File: config.mk
export PLATFORM = sky130hd
export DESIGN_NAME = row_scoring_controller
export DESIGN_NICKNAME = d
export VERILOG_FILES = /design/src/rtl/row_scoring_controller.sv
export SDC_FILE = /design/constraint.sdc
export NUM_CORES = 1
export LEC_CHECK = 0
export CAP_MARGIN = 15
export CORE_MARGIN = 3
export CORE_UTILIZATION = 42
export DETAILED_ROUTE_END_ITERATION = 10
export HOLD_SLACK_MARGIN = 0.1
export PLACE_DENSITY = 0.68
export RECOVER_POWER = 50
export SLEW_MARGIN = 20
export SYNTH_ARGS = -nofsm -noshare
export SYNTH_HDL_FRONTEND = slang
export SYNTH_SLANG_ARGS = --single-unit
File: constraint.sdc
create_clock -name clk -period 3.7 [get_ports clk]
set_clock_uncertainty 0.1 [all_clocks]
set_input_delay 0.37 -clock clk [delete_from_list [all_inputs] [get_ports clk]]
set_output_delay 0.37 -clock clk [all_outputs]
set_load 0.01 [all_outputs]
File: src/rtl/row_scoring_controller.sv
// row_scoring_controller
// Owns the 6x5 Wordle board. Captures letters written to the active row
// while editing. On a submit pulse it scores the row against the answer
// (five green cycles, five yellow cycles, one commit cycle). It then
// advances to the next row or ends the game.
//
// Ports:
//   clk            in   system clock, rising edge
//   clr            in   synchronous active-high reset
//   columnIn[2:0]  in   active column 0..4; larger values suppress the write
//   valueIn[6:0]   in   [6:5] colour (ignored), [4:0] letter (A=0..Z=25, blank=26)
//   submitted      in   single-cycle pulse: active row complete
//   answer[24:0]   in   target word, letter k at [5k+4:5k]
//   rowValuesFlat  out  active row entries, column k at [7k+6:7k]
//   boardFlat      out  full board, row r col k at [35r+7k+6:35r+7k]
//   currentRow     out  active row index
//   busy           out  high while scoring
//   doneGame       out  game over
//   won            out  valid when doneGame=1
module row_scoring_controller (
    input  logic         clk,
    input  logic         clr,
    input  logic [2:0]   columnIn,
    input  logic [6:0]   valueIn,
    input  logic         submitted,
    input  logic [24:0]  answer,
    output logic [34:0]  rowValuesFlat,
    output logic [209:0] boardFlat,
    output logic [2:0]   currentRow,
    output logic         busy,
    output logic         doneGame,
    output logic         won
);
    localparam int unsigned ROWS    = 6;
    localparam int unsigned COLS    = 5;
    localparam int unsigned LW      = 5;
    localparam int unsigned EW      = 7;
    localparam logic [4:0]  BLANK   = 5'd26;
    localparam logic [1:0]  C_GREY  = 2'd0;
    localparam logic [1:0]  C_YEL   = 2'd1;
    localparam logic [1:0]  C_GREEN = 2'd2;

    typedef enum logic [2:0] {
        EDIT   = 3'd0,
        GREEN  = 3'd1,
        YELLOW = 3'd2,
        COMMIT = 3'd3,
        DONE   = 3'd4
    } state_t;

    state_t state, state_next;

    logic [EW-1:0] board      [ROWS][COLS];
    logic [EW-1:0] row_values [COLS];
    logic [LW-1:0] guess      [COLS];
    logic [LW-1:0] ans        [COLS];
    logic [1:0]    colour     [COLS];
    logic [COLS-1:0] used;
    logic [2:0]    idx;
    logic [2:0]    current_row;
    logic          done_game;
    logic          won_q;

    // The colour field of valueIn is never stored.
    logic unused_colour_in;
    assign unused_colour_in = ^valueIn[6:5];

    logic          col_valid;
    logic [EW-1:0] wr_entry;
    assign col_valid = (columnIn < 3'(COLS));
    assign wr_entry  = {2'b00, valueIn[4:0]};

    // Active row as it will look after this cycle's write; latched on submit.
    logic [LW-1:0] row_next [COLS];
    always_comb begin
        for (int k = 0; k < COLS; k++) begin
            row_next[k] = board[current_row][k][LW-1:0];
            if (col_valid && (columnIn == 3'(k)))
                row_next[k] = valueIn[4:0];
        end
    end

    // Lowest unused answer position matching the current guess letter.
    logic [LW-1:0] guess_cur;
    logic          yel_hit;
    logic [2:0]    yel_j;
    assign guess_cur = guess[idx];
    always_comb begin
        yel_hit = 1'b0;
        yel_j   = 3'd0;
        for (int j = COLS - 1; j >= 0; j--) begin
            if (!used[j] && (ans[j] == guess_cur)) begin
                yel_hit = 1'b1;
                yel_j   = 3'(j);
            end
        end
    end

    logic all_green;
    always_comb begin
        all_green = 1'b1;
        for (int k = 0; k < COLS; k++)
            if (colour[k] != C_GREEN) all_green = 1'b0;
    end

    // State register.
    always_ff @(posedge clk) begin
        if (clr) state <= EDIT;
        else     state <= state_next;
    end

    // Next-state logic.
    always_comb begin
        state_next = state;
        case (state)
            EDIT:   if (submitted) state_next = GREEN;
            GREEN:  if (idx == 3'(COLS - 1)) state_next = YELLOW;
            YELLOW: if (idx == 3'(COLS - 1)) state_next = COMMIT;
            COMMIT: begin
                if (all_green || (current_row == 3'(ROWS - 1))) state_next = DONE;
                else                                             state_next = EDIT;
            end
            DONE:   state_next = DONE;
            default: state_next = EDIT;
        endcase
    end

    // Board, scoring datapath and registered status outputs.
    always_ff @(posedge clk) begin
        if (clr) begin
            for (int r = 0; r < ROWS; r++)
                for (int k = 0; k < COLS; k++)
                    board[r][k] <= {2'b00, BLANK};
            for (int k = 0; k < COLS; k++) begin
                row_values[k] <= {2'b00, BLANK};
                guess[k]      <= BLANK;
                ans[k]        <= '0;
                colour[k]     <= C_GREY;
            end
            used        <= '0;
            idx         <= '0;
            current_row <= '0;
            busy        <= 1'b0;
            done_game   <= 1'b0;
            won_q       <= 1'b0;
        end else begin
            busy <= (state_next == GREEN) || (state_next == YELLOW) ||
                    (state_next == COMMIT);
            case (state)
                EDIT: begin
                    if (col_valid) begin
                        board[current_row][columnIn] <= wr_entry;
                        row_values[columnIn]         <= wr_entry;
                    end
                    if (submitted) begin
                        for (int k = 0; k < COLS; k++) begin
                            guess[k]  <= row_next[k];
                            ans[k]    <= answer[LW*k +: LW];
                            colour[k] <= C_GREY;
                        end
                        used <= '0;
                        idx  <= '0;
                    end
                end
                GREEN: begin
                    if ((guess[idx] == ans[idx]) && (guess[idx] < BLANK)) begin
                        colour[idx] <= C_GREEN;
                        used[idx]   <= 1'b1;
                    end else begin
                        colour[idx] <= C_GREY;
                    end
                    idx <= (idx == 3'(COLS - 1)) ? 3'd0 : idx + 3'd1;
                end
                YELLOW: begin
                    if ((colour[idx] != C_GREEN) && (guess_cur < BLANK) && yel_hit) begin
                        colour[idx] <= C_YEL;
                        used[yel_j] <= 1'b1;
                    end
                    idx <= (idx == 3'(COLS - 1)) ? 3'd0 : idx + 3'd1;
                end
                COMMIT: begin
                    for (int k = 0; k < COLS; k++)
                        board[current_row][k] <= {colour[k], guess[k]};
                    if (all_green || (current_row == 3'(ROWS - 1))) begin
                        done_game <= 1'b1;
                        won_q     <= all_green;
                        for (int k = 0; k < COLS; k++)
                            row_values[k] <= {colour[k], guess[k]};
                    end else begin
                        current_row <= current_row + 3'd1;
                        // Rows beyond the active one are never written, so blank.
                        for (int k = 0; k < COLS; k++)
                            row_values[k] <= board[current_row + 3'd1][k];
                    end
                end
                default: ;
            endcase
        end
    end

    // Flatten registered storage onto the output buses.
    always_comb begin
        boardFlat = '0;
        for (int r = 0; r < ROWS; r++)
            for (int k = 0; k < COLS; k++)
                boardFlat[35*r + EW*k +: EW] = board[r][k];
    end

    always_comb begin
        rowValuesFlat = '0;
        for (int k = 0; k < COLS; k++)
            rowValuesFlat[EW*k +: EW] = row_values[k];
    end

    assign currentRow = current_row;
    assign doneGame   = done_game;
    assign won        = won_q;

endmodule

After elaboration in Yosys (flattened, before gate mapping)
Memories as Yosys holds them, arrays and structs flattened. A register that Yosys moved wholly into a read port is not among the register bits.
Cells that the tools add are included.
{ "op_classes": {"bitwise_logic": 66, "magnitude_cmp": 8, "n_addsub": 2, "n_reduce_logical": 36, "n_eq_ne": 28, "muxes": 151} }
{ "ops": {"columns": ["operator", "count"], "rows": [
  ["two-way mux 35 bit", 3],
  ["two-way mux 5 bit", 18],
  ["two-way mux 7 bit", 12],
  ["two-way mux 1 bit", 82],
  ["two-way mux 3 bit", 22],
  ["OR 1 bit", 62],
  ["OR reduction 35 bit", 1],
  ["== test 5 bit", 6],
  ["demux 7 bit (select 3 bit)", 1],
  ["== test 3 x 2 -> 1 bit (second input constant)", 6],
  ["!= test 2 bit (second input constant)", 9],
  ["logical AND 1 bit", 16],
  ["two-way mux 2 bit", 8],
  ["one-hot mux 3 bit (5 select lines)", 1],
  ["one-hot mux 5 bit (3 select lines)", 1],
  ["== test 3 bit (second input constant)", 4],
  ["OR 5 bit", 2],
  ["== test 3 x 1 -> 1 bit (second input constant)", 3],
  ["< comparator 3 x 4 -> 1 bit (second input constant)", 2],
  ["OR reduction 7 bit", 1],
  ["adder 3 x 1 -> 3 bit (second input constant)", 2],
  ["demux 1 bit (select 3 bit)", 2],
  [">= comparator 3 x 1 -> 1 bit (second input constant)", 2],
  ["logical NOT 3 bit", 2],
  ["14 further kinds", 23]
]} }
{ "word_totals": {"in_bits": 38, "ff_bits": 17, "memories": 5, "ramBits": 305, "output_inout_bits": 251, "elab_cells": 303} }
{ "mem_list": {"columns": ["memory", "words", "word_bits", "rd", "rd_ports_with_merged_regs", "write_ports", "line_no", "text"], "rows": [
  ["board", 6, 35, 8, 1, 6, "53", "logic [EW-1:0] board [ROWS][COLS];"],
  ["row_values", 5, 7, 5, 0, 5, "54", "logic [EW-1:0] row_values [COLS];"],
  ["ans", 5, 5, 6, 1, 5, "56", "logic [LW-1:0] ans [COLS];"],
  ["guess", 5, 5, 6, 1, 5, "55", "logic [LW-1:0] guess [COLS];"],
  ["colour", 5, 2, 6, 1, 5, "57", "logic [1:0] colour [COLS];"]
]} }

Longest topological paths before layout
An unclocked memory read counts as a cell.
{ "depth": {"depth_word": 16, "depth_mapped": 12} }

Least setup slack after synthesis
No wires, ideal clock.
{ "synth_timing": {"path_type": "register to register", "startpoint": "reg with a tool-made name", "endpoint": "mem colour[6][0], enable pin", "arrival_time_ns": 2.539, "slack_ns": 0.746, "period_less_slack_ns": 2.954, "required_time_ns": 3.284, "path_stages_with_launch": 11, "cell_sequence": "dfxtp_1 buf_6 mux4_2 mux2i_4 xor2_1 nand3_1 or4_4 nand3_2 o21ai_2 buf_6 a21oi_1"} }
{ "synth_rtl": {"columns": ["item", "line_no"], "rows": [
  ["to (decl)", "57"]
]} }

==> metrics.cfg <==
[run_status]
status = finished with violations
violations = max-capacitance violations, max-slew violations

[timing]
fin_crit_sh_pct = 93.7
holdWs_ns = 0.153
finalWorstPathRequiredPeriod_ns = 3.47
tightest_slew_ns = 1.67
fin_tns_setup_ns = 0
fmax_mhz = 289
setup_ws_ns = 0.235
maxSlewViolCount = 25
relSlewSlack_pct = -11.4
hold_viol_final = 0
setup_viol = 0
rsz0062_at_grt = no

[floorplan]
core_area_sq_mm = 0.0470
initial_core_util_pct = 42.9
die-area_sq_mm = 0.0506
fp.dieH_um = 225
die_x_um = 225
rows = 79
io-pin-count = 289

[worst_setup_path]
path_max_fanout = 15
arrival_ns = 3.59
reg2reg_to = colour[5][0]
endpoint_kind = register
r2r_slack_ns = 0.23
critPathSlowestCell = or4_4
max_stage_delay_ns = 0.57
path_buf_inv = 0
rr_worst_depth = 8
cp.depth = 8
crit_chain = mux4_2, mux2i_2, xor2_1, nand3_1, or4_4, nand3_2, o21ai_2, a211oi_1
crit_end = colour[5][0]
critPathTopFamily = multiplexers
cp.required_ns = 3.82
setup.worst_path.class = reg2reg
worstSetupStartpointType = register

[routing]
vias_per_cell = 6.03
avgRoutedWirePerCell_um = 27.0
routed_wl_um = 69200
drc = 0
ant_nets = 0
drt_first_pass_iters = 5
vias = 15400
drtIter0Drc = 2250

[yosys]
synth_nets = 1643
syn_inst = 1601
synth.avg_cell_area_sq_um = 12.6
syn_area_sq_mm = 0.0201
synth-seq-cells = 404
ys.flop_type = edfxtp_1
yosysSeqAreaShare_pct = 58.6
ys_warn_count = 0
synthArstFlopShare_pct = 0
synth_edf_count = 371
synth_cell_types = 70

[clock_network]
cts_tree = built
clk_latency_ns = 0.58
cts_num_sinks = 404
cts_resized = 0
clkTransAtPathRegs_ns = 0.06
hold_buffers = 0
cts_root_buffer = clkbuf_16
numCtsBuffers = 44
cts_setup_buffers = 0
cts_buffer_depth = 3
h-tree-depth = 2

[power_and_ir_drop]
finalPower_w = 0.0103
p_leak_nw = 8.25
power_density_mw_per_mm2 = 404
ir_worst_vdd_mv = 0.284

[place]
dp_hpwl_um = 51100
place_congestion = 0.909
preCtsSetupSlack_ns = 0.160
port_buffers = 286

[global_routing]
grt_overflow = 0
antenna_found_initial = 1
grt_pass1_wl_um = 101000
grt_max_degree = 45
grt.total_usage_pct = 27.1
grt_pass1_vias = 15100

[final_layout]
area_growth_pct = 26.1
final_layout_size_suffix_gt1_share_pct = 16.2
layout_commonest_cell = edfxtp_1
fin_nets = 1960
layout_common_cells = 371 x edfxtp_1, 256 x nand2_1, 249 x dlygate4sd3_1

[flow_run]
max_cap_viol_count = 1

[worst_hold_path]
hp-class = in2reg

==> worst min-delay path by stage <==
stage | start | endpoint | depth (start not counted)
2_1_floorplan | used[4] | used[4] | 2
3_3_place_gp | used[4] | used[4] | 2
3_5_place_dp | used[4] | used[4] | 2
4_1_cts | clr | register | 2
5_1_grt | clr | currentRow[0] | 2
6_report | clr | currentRow[0] | 2
==> per-layer routing <==
metal	GRT usage, %	wire (um)	vias to the layer above
met5	0	0	-
met4	7.77	1860	0
met3	6.21	7890	110
met2	41.5	31700	1045
met1	39.1	27700	7696
li1	-	-	6588
==> area by class of cell <==
type / instances / area [sq um]
repair buffers: 381 / 3510
flip-flops and latches: 404 / 11800
fillers: 3912 / 21600
well taps: 607 / 759
clock inverters: 14 / 166
clock buffers: 66 / 1210
inverters: 52 / 195
diodes: 1 / 2.50
multi-input cells: 1035 / 7720
==> state kept, by name (all words and copies together) (netlist names), named ones only <==
register and flops:
ans 25, board 280, busy 1, colour 16
currentRow 3, doneGame 1, guess 25, idx 3
row_values 35, state 3, used 5, won 1
==> kinds of logic (layout without fill, tap and decap cells) <==
kind of cell / count (synthesis) / in the layout / synth area share (%)
compound gates: 206 / 206 / 6.22
xor+xnor: 43 / 43 / 1.87
fa+ha+maj: 4 / 4 / 0.249
buf+inv: 162 / 513 / 3.14
flops: 404 / 404 / 58.6
mux: 164 / 164 / 16.1
other cells: 0 / 1 / 0
simple gates: 618 / 618 / 13.8
==> power by group <==
group / leakage (nW) / total [W] / switching, W / internal, W
sequential: 3.66 / 0.00521 / 0.000117 / 0.00510
combinational: 3.92 / 0.000734 / 0.000440 / 0.000294
clock: 0.665 / 0.00430 / 0.00182 / 0.00248
total: 8.25 / 0.0103 / 0.00238 / 0.00787
==> through the flow <==
step / cells / cell area (sq um) / utilization, %
after floorplan: 1601 / 20100 / -
after global placement: 2479 / 24100 / 51.4
after detailed placement: 2479 / 24100 / 51.4
after CTS: 2559 / 25500 / 54.3
after global routing: 2560 / 25400 / 54.0
final: 2560 / 25400 / 54.0
==> synthesized netlist by cell type, types with 12 or more instances <==
master | count | area (sq um)
a211oi_1 | 12 | 90.1
a21oi_1 | 73 | 365
and3_1 | 26 | 163
buf_1 | 23 | 86.3
clkbuf_1 | 83 | 312
dfxtp_1 | 33 | 661
edfxtp_1 | 371 | 11100
inv_1 | 50 | 188
mux2i_1 | 31 | 310
mux4_2 | 125 | 2820
nand2_1 | 256 | 961
nand3_1 | 30 | 150
nor2_1 | 158 | 593
nor3_1 | 70 | 350
o21ai_0 | 70 | 350
or2_2 | 32 | 200
xnor2_1 | 17 | 149
xor2_1 | 26 | 228
(Power assumes the default switching activity.)
